## config.mk

```make
export PLATFORM = sky130hd
export DESIGN_NAME = clk_div_ctrl
export DESIGN_NICKNAME = d
export VERILOG_FILES = /design/src/rtl/clk_div_ctrl.sv
export SDC_FILE = /design/constraint.sdc
export NUM_CORES = 1
export LEC_CHECK = 0
export ABC_AREA = 1
export BUFFER_PORTS_ARGS = -buffer_cell sky130_fd_sc_hd__buf_2
export CAP_MARGIN = 40
export CORE_UTILIZATION = 50
export DETAILED_ROUTE_END_ITERATION = 8
export PLACE_DENSITY = 0.81
export SYNTH_ARGS = -nofsm -noshare
export SYNTH_HDL_FRONTEND = slang
export SYNTH_SLANG_ARGS = --single-unit
```

## constraint.sdc

```tcl
create_clock -name clk -period 1.9 [get_ports clk]
set_input_delay 0.19 -clock clk [delete_from_list [all_inputs] [get_ports clk]]
set_output_delay 0.19 -clock clk [all_outputs]
set_load 0.1 [all_outputs]
```

## src/rtl/clk_div_ctrl.sv

```systemverilog
// -----------------------------------------------------------------------------
// clk_div_ctrl
//
// Purpose:
//   Divider controller whose ratio can be changed at run time. It produces a
//   registered divided square wave (clk_out) and a one-cycle tick on every
//   rising edge of clk_out. Both run in the clk domain. Ratio and enable
//   commands come in over a valid/ready handshake. While the divider is
//   running, a command is only applied at a period boundary, so every output
//   period is complete and free of glitches.
//
// Ports:
//   clk        in   system clock, all logic on the rising edge
//   rst        in   synchronous active-high reset
//   cfg_valid  in   command valid
//   cfg_ready  out  a command can be accepted this cycle (registered source)
//   cfg_en     in   1 = run with cfg_div, 0 = stop
//   cfg_div    in   half-period minus one (N); output period = 2*(N+1)
//   clk_out    out  divided square wave, registered
//   tick       out  one-cycle pulse with each 0->1 edge of clk_out
//   active     out  divider running
//   cur_div    out  N currently in use
//   pending    out  an accepted command is waiting for the period boundary
// -----------------------------------------------------------------------------
module clk_div_ctrl #(
  parameter int CNT_W = 8
) (
  input  logic             clk,
  input  logic             rst,
  input  logic             cfg_valid,
  output logic             cfg_ready,
  input  logic             cfg_en,
  input  logic [CNT_W-1:0] cfg_div,
  output logic             clk_out,
  output logic             tick,
  output logic             active,
  output logic [CNT_W-1:0] cur_div,
  output logic             pending
);

  typedef enum logic [1:0] {
    IDLE = 2'd0,
    HIGH = 2'd1,
    LOW  = 2'd2
  } state_e;

  state_e           state_q,    state_d;
  logic [CNT_W-1:0] cnt_q,      cnt_d;
  logic             clk_out_q,  clk_out_d;
  logic             tick_q,     tick_d;
  logic             active_q,   active_d;
  logic [CNT_W-1:0] cur_div_q,  cur_div_d;
  logic             pending_q,  pending_d;
  logic             pend_en_q,  pend_en_d;
  logic [CNT_W-1:0] pend_div_q, pend_div_d;

  logic accept;
  logic half_done;

  // cfg_ready depends only on a register. It has no path from cfg_valid.
  assign cfg_ready = ~pending_q;
  assign accept    = cfg_valid & cfg_ready;

  // The comparison is made before the increment, so with N = 2^CNT_W-1 the
  // counter never has to hold a value larger than N.
  assign half_done = (cnt_q == cur_div_q);

  always_comb begin
    // NOTE: every signal gets a default first, so no path through the case
    // leaves a signal unassigned. An unassigned signal would infer a latch.
    state_d    = state_q;
    cnt_d      = cnt_q;
    clk_out_d  = clk_out_q;
    tick_d     = 1'b0;
    active_d   = active_q;
    cur_div_d  = cur_div_q;
    pending_d  = pending_q;
    pend_en_d  = pend_en_q;
    pend_div_d = pend_div_q;

    unique case (state_q)
      IDLE: begin
        clk_out_d = 1'b0;
        cnt_d     = '0;
        // In IDLE a command takes effect at once. A stop command is consumed
        // and changes nothing.
        if (accept && cfg_en) begin
          state_d   = HIGH;
          clk_out_d = 1'b1;
          tick_d    = 1'b1;
          active_d  = 1'b1;
          cur_div_d = cfg_div;
        end
      end

      HIGH: begin
        if (half_done) begin
          state_d   = LOW;
          clk_out_d = 1'b0;
          cnt_d     = '0;
        end else begin
          cnt_d = cnt_q + {{(CNT_W-1){1'b0}}, 1'b1};
        end
      end

      LOW: begin
        if (half_done) begin
          // Period boundary. Only a command that was already pending is
          // applied here. A command accepted in this same cycle is stored
          // below and waits for the next boundary.
          cnt_d = '0;
          if (pending_q && !pend_en_q) begin
            state_d   = IDLE;
            active_d  = 1'b0;
            pending_d = 1'b0;
          end else begin
            state_d   = HIGH;
            clk_out_d = 1'b1;
            tick_d    = 1'b1;
            if (pending_q) begin
              cur_div_d = pend_div_q;
              pending_d = 1'b0;
            end
          end
        end else begin
          cnt_d = cnt_q + {{(CNT_W-1){1'b0}}, 1'b1};
        end
      end

      default: begin
        state_d   = IDLE;
        cnt_d     = '0;
        clk_out_d = 1'b0;
        active_d  = 1'b0;
        pending_d = 1'b0;
      end
    endcase

    // A command accepted while running is stored. accept requires
    // pending_q == 0, so this never conflicts with the clear above.
    if (accept && (state_q != IDLE)) begin
      pending_d  = 1'b1;
      pend_en_d  = cfg_en;
      pend_div_d = cfg_div;
    end
  end

  // NOTE: sequential state uses non-blocking assignments only. All registers
  // see the same pre-edge values, so the order of the statements does not
  // matter.
  always_ff @(posedge clk) begin
    if (rst) begin
      state_q    <= IDLE;
      cnt_q      <= '0;
      clk_out_q  <= 1'b0;
      tick_q     <= 1'b0;
      active_q   <= 1'b0;
      cur_div_q  <= '0;
      pending_q  <= 1'b0;
      pend_en_q  <= 1'b0;
      pend_div_q <= '0;
    end else begin
      state_q    <= state_d;
      cnt_q      <= cnt_d;
      clk_out_q  <= clk_out_d;
      tick_q     <= tick_d;
      active_q   <= active_d;
      cur_div_q  <= cur_div_d;
      pending_q  <= pending_d;
      pend_en_q  <= pend_en_d;
      pend_div_q <= pend_div_d;
    end
  end

  assign clk_out = clk_out_q;
  assign tick    = tick_q;
  assign active  = active_q;
  assign cur_div = cur_div_q;
  assign pending = pending_q;

endmodule

```

==> flow_metrics.tcl, run 1 <==
set metrics [dict create \
    met3_usage 0.07483 \
    r2r_cells 8 \
    cp_num_cells 8 \
    crit_top_cell "nand2_1" \
    yosysWarnings 0 \
    switchingPower_mw 1.772 \
    htreeDepth 2 \
    met1_usage 0.2863 \
    cts_made_buffers 5 \
    die_w_um 57.28 \
    critPathLaunch "state_q[0]" \
    ant_nets 0 \
    avgSynthCellArea_um2 6.976 \
    place_area_mm2 0.001695 \
    grt_pass1_vias 1195 \
    gp_congestion 0.7946 \
    finalWirelength_um 3009 \
    final_cell_mix "nand2_1, inv_1, a21oi_1" \
    nets 266 \
    crit_type "reg -> reg" \
    area_delta_synth_final_pct 14.25 \
    track_usage 0.2150 \
    dr.first_iter.drc_count 77 \
    worstHoldStart "rst" \
    core-area_mm2 0.002829 \
    postCtsSetupBuffers 0 \
    crit_chain "inv_1 -> ha_1 -> nand2_1 -> nand2_1 -> nor2_4 -> nand2_2 -> nand2_1 -> a21oi_1" \
    layout_min_cycle_time_ns 1.681 \
    crit_path_top_delay_cell "dfxtp_1" \
    ctsResizeCount 0 \
    grt_overflow 0 \
    synth-seq-cells 31 \
    syn_nets 237 \
    fin_crit_sh 0.8848 \
    ir_drop_mv 1.196 \
    cts_buffer_depth 2 \
    clkLatencyLatePin_ns 0.33 \
    leakagePower_nw 0.7786 \
    cp-start-kind "flop" \
    finalHoldViolCount 0 \
    tns_ns 0 \
    row_count 19 \
    cpLargestDelayFamily "simple AND/OR/NAND/NOR gates" \
    synthCells 219 \
    r2r-start "state_q[0]" \
    port_buffers 24 \
    first_pass_iters 9 \
    initial_utilization 0.5400 \
    max_cap_viol_count 0 \
    p_int_mw 1.463 \
    synth_area_mm2 0.001528 \
    p_comb_frac 0.590 \
    wl_per_cell_um 10.75 \
    cts_sinks 31 \
    setup_viol 0 \
    dieArea_mm2 0.003280 \
    final_util 0.6170 \
    cts-root-buf "clkbuf_4" \
    diodes 0 \
    arrival_ns 1.91 \
    cp_max_fo 9 \
    worstMarginPinSlew_ns 0.4927 \
    cts_tree "built" \
    design.portCount 25 \
    status "finished, violations left" \
    whs_path_depth 2 \
    ys_types 21 \
    fp.dieH_um 57.28 \
    rsz0062_at_grt "false" \
    antenna_found_initial 0 \
    power_frac_clock 0.112 \
    p_seq_frac 0.298 \
    maxSlewHeadroom 0.6738 \
    path_clk_slew_ns 0.10 \
    p_sw_frac 0.5479 \
    fmax_mhz 594.9 \
    slew_viol_final 0 \
    vias_per_cell 5.046 \
    hpwl_um 2273 \
    fillers 270 \
    power_density_mw_per_mm2 1854 \
    hp-class "in -> reg" \
    top_usage_layer "met2" \
    layout-drive-gt1-share 0.1928 \
    fin_area_mm2 0.001745 \
    synth.yosys.seq_area_share 0.4062 \
    finClkSkew_ns 0.008094 \
    cts_hold_buffers 0 \
    grt_pass1_wl_um 5195 \
    cp_num_buf_inv 1 \
    vias 1413 \
    required_ns 2.12 \
    drc 2 \
    grt_max_degree 20 \
    slowest_delay_ns 0.41 \
    end_kind "flop" \
    met2_usage 0.3059 \
    violations "DRC" \
    layout_commonest_cell "nand2_1" \
]
## power groups by stage
stage	logic (mW)	clock network [mW]	registers [mW]
2_1_floorplan	1.02	0	1.55
3_3_place_gp	1.89	0	0.972
3_5_place_dp	1.91	0	0.977
4_1_cts	1.92	0.383	0.963
5_1_grt	2.11	0.414	0.987
6_report	1.91	0.363	0.963
## synthesized netlist by cell type
cell	instances	area share
nand3_1	20	0.066
nor3_1	2	0.0066
xor2_1	1	0.0057
o21bai_1	1	0.0049
a21oi_1	26	0.085
nor2_1	12	0.029
xnor2_1	4	0.023
inv_2	2	0.0049
buf_6	1	0.0074
clkbuf_1	4	0.0098
inv_1	31	0.076
dfxtp_1	31	0.41
nor2_4	1	0.0074
nand2_2	3	0.012
o21ai_1	3	0.0098
nand2_1	50	0.12
nor2_2	1	0.0041
nor3b_1	1	0.0049
nand4_1	3	0.012
ha_1	6	0.049
o21ai_0	16	0.052
## area by class of cell
cell class | instances | area, µm² | area share
Clock buffer | 7 | 45.04 | 0.02581
Clock inverter | 1 | 5.005 | 0.002867
Inverter | 33 | 126.4 | 0.07240
Multi-Input combinational cell | 150 | 757.0 | 0.4337
Sequential cell | 31 | 630.6 | 0.3613
Tap cell | 31 | 38.79 | 0.02222
Timing Repair Buffer | 27 | 142.6 | 0.08172
## cells by family after synthesis
kind of cell | share of synthesized area
simple gates | 0.2654
buf+inv | 0.09828
fa+ha+maj | 0.04914
flops | 0.4062
compound gates | 0.1523
xor+xnor | 0.02866
## routing by layer
| layer | vias to the layer above | routed length, µm |
|---|---|---|
| met2 | 33 | 1259 |
| met5 | - | 0 |
| met3 | 4 | 140 |
| li1 | 760 | - |
| met4 | 0 | 52 |
| met1 | 616 | 1556 |
## flip-flops by register name, indices dropped and copies added (netlist names)
name        cells
active          1
clk_out         1
cnt_q           8
cur_div         8
pend_div_q      8
pend_en_q       1
pending         1
state_q         2
tick            1
## per-stage QoR
| stage | std cells | power, mW | setup WS (ns) | hold WS, ns |
|---|---|---|---|---|
| 2_1_floorplan | 219 | 2.570 | 0.003151 | 0.3833 |
| 3_3_place_gp | 272 | 2.857 | 0.2887 | 0.4326 |
| 3_5_place_dp | 272 | 2.890 | 0.2240 | 0.4405 |
| 4_1_cts | 280 | 3.262 | 0.2145 | 0.1195 |
| 5_1_grt | 280 | 3.513 | 0.03488 | 0.1203 |
| 6_report | 280 | 3.235 | 0.2189 | 0.1464 |
## path summary, 6_finish.rpt
path	endpoint	slack [ns]
worst max-delay path	cur_div[7]	0.22
worst min-delay path	cur_div[6]	0.15
worst max register to register	cur_div[7]	0.22
worst min register to register	pend_div_q[2]	0.45
No activity file was read; power rests on OpenSTA's default activity.
==> run 2: changes to the inputs <==
--- a/config.mk
+++ b/config.mk
@@ -8,9 +8,9 @@
 export ABC_AREA = 1
 export BUFFER_PORTS_ARGS = -buffer_cell sky130_fd_sc_hd__buf_2
 export CAP_MARGIN = 40
-export CORE_UTILIZATION = 50
+export CORE_UTILIZATION = 55
 export DETAILED_ROUTE_END_ITERATION = 8
-export PLACE_DENSITY = 0.81
+export PLACE_DENSITY = 0.87
 export SYNTH_ARGS = -nofsm -noshare
 export SYNTH_HDL_FRONTEND = slang
 export SYNTH_SLANG_ARGS = --single-unit
==> run 2 against run 1 <==
  * The flow now finishes without violations
  * Count of clock-buffer cells in the layout is 1 lower
  * Critical endpoint is now cur_div[3]
  * Combinational power about the same
  * Fmax down 0.38%
  * Global-route usage is 2.6 points higher
  * Clock power rose by 8.3%
==> flow_metrics.tcl, run 2 (synthesis results as in run 1) <==
set metrics [dict create \
    status "complete, no violations" \
    row_count 18 \
    reg2reg_setup_slack_ns 0.21 \
    p_int_mw 1.492 \
    r2r-start "state_q[0]" \
    fillers 225 \
    critPathLaunch "state_q[0]" \
    drc 0 \
    seq_area_um2 630.6 \
    wl_per_cell_um 10.92 \
    setup_viol 0 \
    final_cell_mix "nand2_1, inv_1, a21oi_1" \
    endpoint "cur_div[3]" \
    hpwl_um 2209 \
    path_clk_slew_ns 0.09 \
    diodes 0 \
    fin_area_mm2 0.001753 \
    gp_congestion 0.9292 \
    slew_viol_final 0 \
    arrival_ns 1.91 \
    port_buffers 24 \
    rr_endpoint "cur_div[3]" \
    initial_utilization 0.6003 \
    layout_min_cycle_time_ns 1.688 \
    p_sw_frac 0.5453 \
    fp.dieH_um 54.71 \
    dp_cells 271 \
    first_pass_iters 4 \
    nets 266 \
    r2r_cells 8 \
    tns_ns 0 \
    ir_drop_mv 1.577 \
    end_kind "flop" \
    core-area_mm2 0.002545 \
    dr.first_iter.drc_count 25 \
    antenna_found_initial 0 \
    dieArea_mm2 0.002993 \
    rsz0062_at_grt "false" \
    switchingPower_mw 1.789 \
    hp-class "in -> reg" \
    vias 1383 \
    maxSlewHeadroom 0.6783 \
    place_area_mm2 0.001694 \
    finalHoldViolCount 0 \
    postCtsSetupBuffers 0 \
    cts_tree "built" \
    cp_max_fo 9 \
    layout-drive-gt1-share 0.2016 \
    finalWirelength_um 3035 \
    max_cap_viol_count 0 \
    leakagePower_nw 0.7834 \
    power_frac_clock 0.120 \
    vias_per_cell 4.975 \
    worstMarginPinSlew_ns 0.4859 \
    die_w_um 54.71 \
    cts_sinks 31 \
    p_comb_frac 0.588 \
    required_ns 2.13 \
    fmax_mhz 592.6 \
    cts_buffer_depth 2 \
    clkLatencyLatePin_ns 0.33 \
    fin_crit_sh 0.8882 \
    finClkSkew_ns 0.006739 \
    htreeDepth 2 \
    cts-root-buf "clkbuf_4" \
    final_cells 278 \
    power_density_mw_per_mm2 1872 \
    multi_input_area_um2 759.5 \
    final_util 0.6888 \
    p_seq_frac 0.293 \
    cp-start-kind "flop" \
    layout_commonest_cell "nand2_1" \
    design.portCount 25 \
    grt_overflow 0 \
    area_delta_synth_final_pct 14.74 \
    grt_pass1_vias 1188 \
    crit_type "reg -> reg" \
    grt_max_degree 20 \
    grt_pass1_wl_um 4919 \
    ant_nets 0 \
    cts_made_buffers 5 \
    track_usage 0.2415 \
]
## run 2: changes by cell type in the layout (fill, tap and decap cells not counted)
cell | before | now
clkbuf_8 | 0 | 1
nand2_2 | 3 | 4
clkbuf_1 | 2 | 0
nand2_1 | 50 | 49
## run 2: power by group through the flow
stage	Clock [mW]	Combinational, mW	Sequential (mW)
3_3_place_gp	0	1.90	0.969
6_report	0.393	1.93	0.960
2_1_floorplan	0	1.02	1.55
3_5_place_dp	0	1.91	0.974
5_1_grt	0.435	2.13	0.986
4_1_cts	0.408	1.92	0.960
## run 2: timing repair
| action | CTS | global route |
|---|---|---|
| endpoints found under the setup margin | 0 | 7 |
| hold buffers | 0 | 0 |
| gates resized for setup | 0 | 1 |
## run 2: metrics by stage
stage / hold WS, ns / power (mW) / worst slack (ns)
2_1_floorplan: 0.3833 / 2.570 / 0.003151
3_3_place_gp: 0.4326 / 2.868 / 0.2228
3_5_place_dp: 0.4356 / 2.882 / 0.1830
4_1_cts: 0.1256 / 3.283 / 0.1702
5_1_grt: 0.1295 / 3.550 / 0.008641
6_report: 0.1469 / 3.281 / 0.2125
## run 2: how the worst min path moves through the flow
stage | start | slack, ns | end | cells after the start
after floorplan | cfg_div[0] | 0.38 | pend_div_q[0] | 2
after global routing | rst | 0.13 | pending | 2
after CTS | rst | 0.13 | cur_div[5] | 2
after detailed placement | pend_div_q[4] | 0.44 | pend_div_q[4] | 2
after global placement | pend_div_q[6] | 0.43 | pend_div_q[6] | 2
final | rst | 0.15 | cur_div[2] | 2
## run 2: area by class of cell
| type | count | share of cell area |
|---|---|---|
| Clock buffer | 6 | 0.02926 |
| Clock inverter | 1 | 0.002855 |
| Inverter | 33 | 0.07209 |
| Multi-Input combinational cell | 150 | 0.4333 |
| Sequential cell | 31 | 0.3597 |
| Tap cell | 30 | 0.02141 |
| Timing Repair Buffer | 27 | 0.08137 |
## run 2: worst max-delay path, stage by stage, from the launching register on
cell and delay (ns):
dfxtp_1 0.41, inv_1 0.09, ha_1 0.29, nand2_2 0.16, nand2_1 0.12, nor2_4 0.20
nand2_2 0.15, nand2_1 0.09, a21oi_1 0.06
## run 2: routing by layer
metal  GRT usage  vias to the layer above  wire (µm)
li1            -                      758          -
met1      0.2978                      583       1491
met2      0.3695                       36       1322
met3     0.08611                        6        153
met4      0.1154                        0         68
met5           0                        -          0
==> run 3: changes to the inputs <==
--- a/config.mk
+++ b/config.mk
@@ -10,6 +10,7 @@
 export CAP_MARGIN = 40
 export CORE_UTILIZATION = 55
 export DETAILED_ROUTE_END_ITERATION = 8
+export GPL_TIMING_DRIVEN = 0
 export PLACE_DENSITY = 0.87
 export SYNTH_ARGS = -nofsm -noshare
 export SYNTH_HDL_FRONTEND = slang
==> run 3 against run 2 <==
  * Clock skew grew 0.0059 ns
  * Largest cell class unchanged
  * Critical path depth is the same
  * Cell count grew 0.72%
  * Setup slack lost 0.053 ns
  * Hold slack gained 0.0017 ns
  * Die area is the same
  * Fmax shrank 3.0%
  * Register-to-register slack lost 0.05 ns
  * Combinational power is essentially flat
  * Core utilization grew 0.098 points
  * Sequential cell count is the same
  * Critical endpoint is now cur_div[7]
  * Largest power group unchanged
  * Highest routed layer unchanged
==> flow_metrics.tcl, run 3 (synthesis results as in run 1) <==
set metrics [dict create \
    whs_ns 0.1486 \
    cp_max_fo 9 \
    r2r_cells 8 \
    cp-start-kind "flop" \
    ctsResizeCount 0 \
    clkLatencyLatePin_ns 0.34 \
    drc 0 \
    layout-drive-gt1-share 0.1920 \
    leakagePower_nw 0.7809 \
    crit_type "reg -> reg" \
    gp_congestion 0.8308 \
    area_delta_synth_final_pct 14.91 \
    fp.dieH_um 54.71 \
    dieArea_mm2 0.002993 \
    finalHoldViolCount 0 \
    ir_drop_mv 1.620 \
    path_clk_slew_ns 0.10 \
    grt_max_degree 11 \
    vias_per_cell 5.057 \
    first_pass_iters 4 \
    status "complete, no violations" \
    layout_commonest_cell "nand2_1" \
    cts_hold_buffers 0 \
    place_area_mm2 0.001698 \
    finClkSkew_ns 0.01260 \
    max_cap_viol_count 0 \
    final_cell_mix "nand2_1, inv_1, a21oi_1" \
    hold-path-endpoint "pend_div_q[0]" \
    fillers 237 \
    final_util 0.6898 \
    cts_buffer_depth 2 \
    rr_endpoint "cur_div[7]" \
    die_w_um 54.71 \
    whs_path_depth 3 \
    track_usage 0.2322 \
    rsz0062_at_grt "false" \
    final_cells 280 \
    cts-root-buf "clkbuf_4" \
    fin_area_mm2 0.001755 \
    slew_viol_final 0 \
    htreeDepth 2 \
    arrival_ns 1.94 \
    worstHoldStart "cfg_div[0]" \
    grt_pass1_vias 1126 \
    grt_overflow 0 \
    top_usage_layer "met2" \
    nets 268 \
    met3_usage 0.08333 \
    place_ws_ns 0.1329 \
    row_count 18 \
    power_density_mw_per_mm2 1867 \
    dr.first_iter.drc_count 26 \
    finalWirelength_um 3011 \
    required_ns 2.10 \
    cts_sinks 31 \
    power.total_mw 3.277 \
    met2_usage 0.3614 \
    reg2reg_setup_slack_ns 0.16 \
    cts_made_buffers 5 \
    tns_ns 0 \
    initial_utilization 0.6003 \
    core-area_mm2 0.002545 \
    vias 1416 \
    hp-class "in -> reg" \
    slowest_delay_ns 0.40 \
    ant_nets 0 \
    crit_path_top_delay_cell "dfxtp_1" \
    antenna_found_initial 0 \
    crit_chain "inv_1 -> ha_1 -> nand2_1 -> nand2_1 -> nor2_4 -> nand2_2 -> nand2_1 -> a21oi_1" \
    fin_crit_sh 0.9159 \
    wl_per_cell_um 10.75 \
    port_buffers 24 \
    design.portCount 25 \
    dp_cells 273 \
    setup_viol 0 \
    cts_tree "built" \
    hpwl_um 2254 \
    worstMarginPinSlew_ns 0.4870 \
    fin_ws_ns 0.1598 \
    diodes 0 \
    postCtsSetupBuffers 0 \
    fmax_mhz 574.6 \
    maxSlewHeadroom 0.6776 \
    r2r-start "state_q[1]" \
    grt_pass1_wl_um 4788 \
    layout_min_cycle_time_ns 1.740 \
    crit_top_cell "nand2_1" \
    end_kind "flop" \
    met1_usage 0.2944 \
]
## run 3: routing by layer
metal | share of wire | up-vias
met5 | 0 | -
met4 | 0.014 | 0
met3 | 0.050 | 6
met2 | 0.45 | 33
met1 | 0.49 | 612
li1 | - | 765
## run 3: how the worst max path moves through the flow
stage	from	to	slack [ns]	depth (start not counted)
floorplan	cur_div[4]	clk_out	0.003	9
global placement	state_q[0]	cur_div[0]	0.15	10
detailed placement	state_q[0]	cur_div[5]	0.13	10
CTS	state_q[0]	cur_div[7]	0.1	10
global route	state_q[1]	cur_div[1]	0.01	8
finish	state_q[1]	cur_div[7]	0.16	8
## run 3: layout make-up
cell class,count,area [µm²],share of cell area
buffer,5,26.28,0.01497
timing repair buffer,24,120.1,0.06842
multi-input combinational,150,757.0,0.4312
clock inverter,1,5.005,0.002851
sequential,31,631.9,0.3599
inverter,33,126.4,0.07199
clock buffer,6,51.30,0.02922
tap,30,37.54,0.02138
## run 3: report_power, final
group	total (mW)	internal, mW	switching [mW]
clock network	0.393	0.171	0.222
registers	0.959	0.836	0.122
logic	1.93	0.485	1.44
total	3.28	1.49	1.78
## run 3: critical path: cells and delay by family (launching register included)
family / cells / cell delay, ns
AND/OR/NAND/NOR: 5 / 0.80
flip-flops: 1 / 0.40
buffers and inverters: 1 / 0.10
adder cells (fa/ha/maj): 1 / 0.26
AO/OA/AOI/OAI: 1 / 0.05
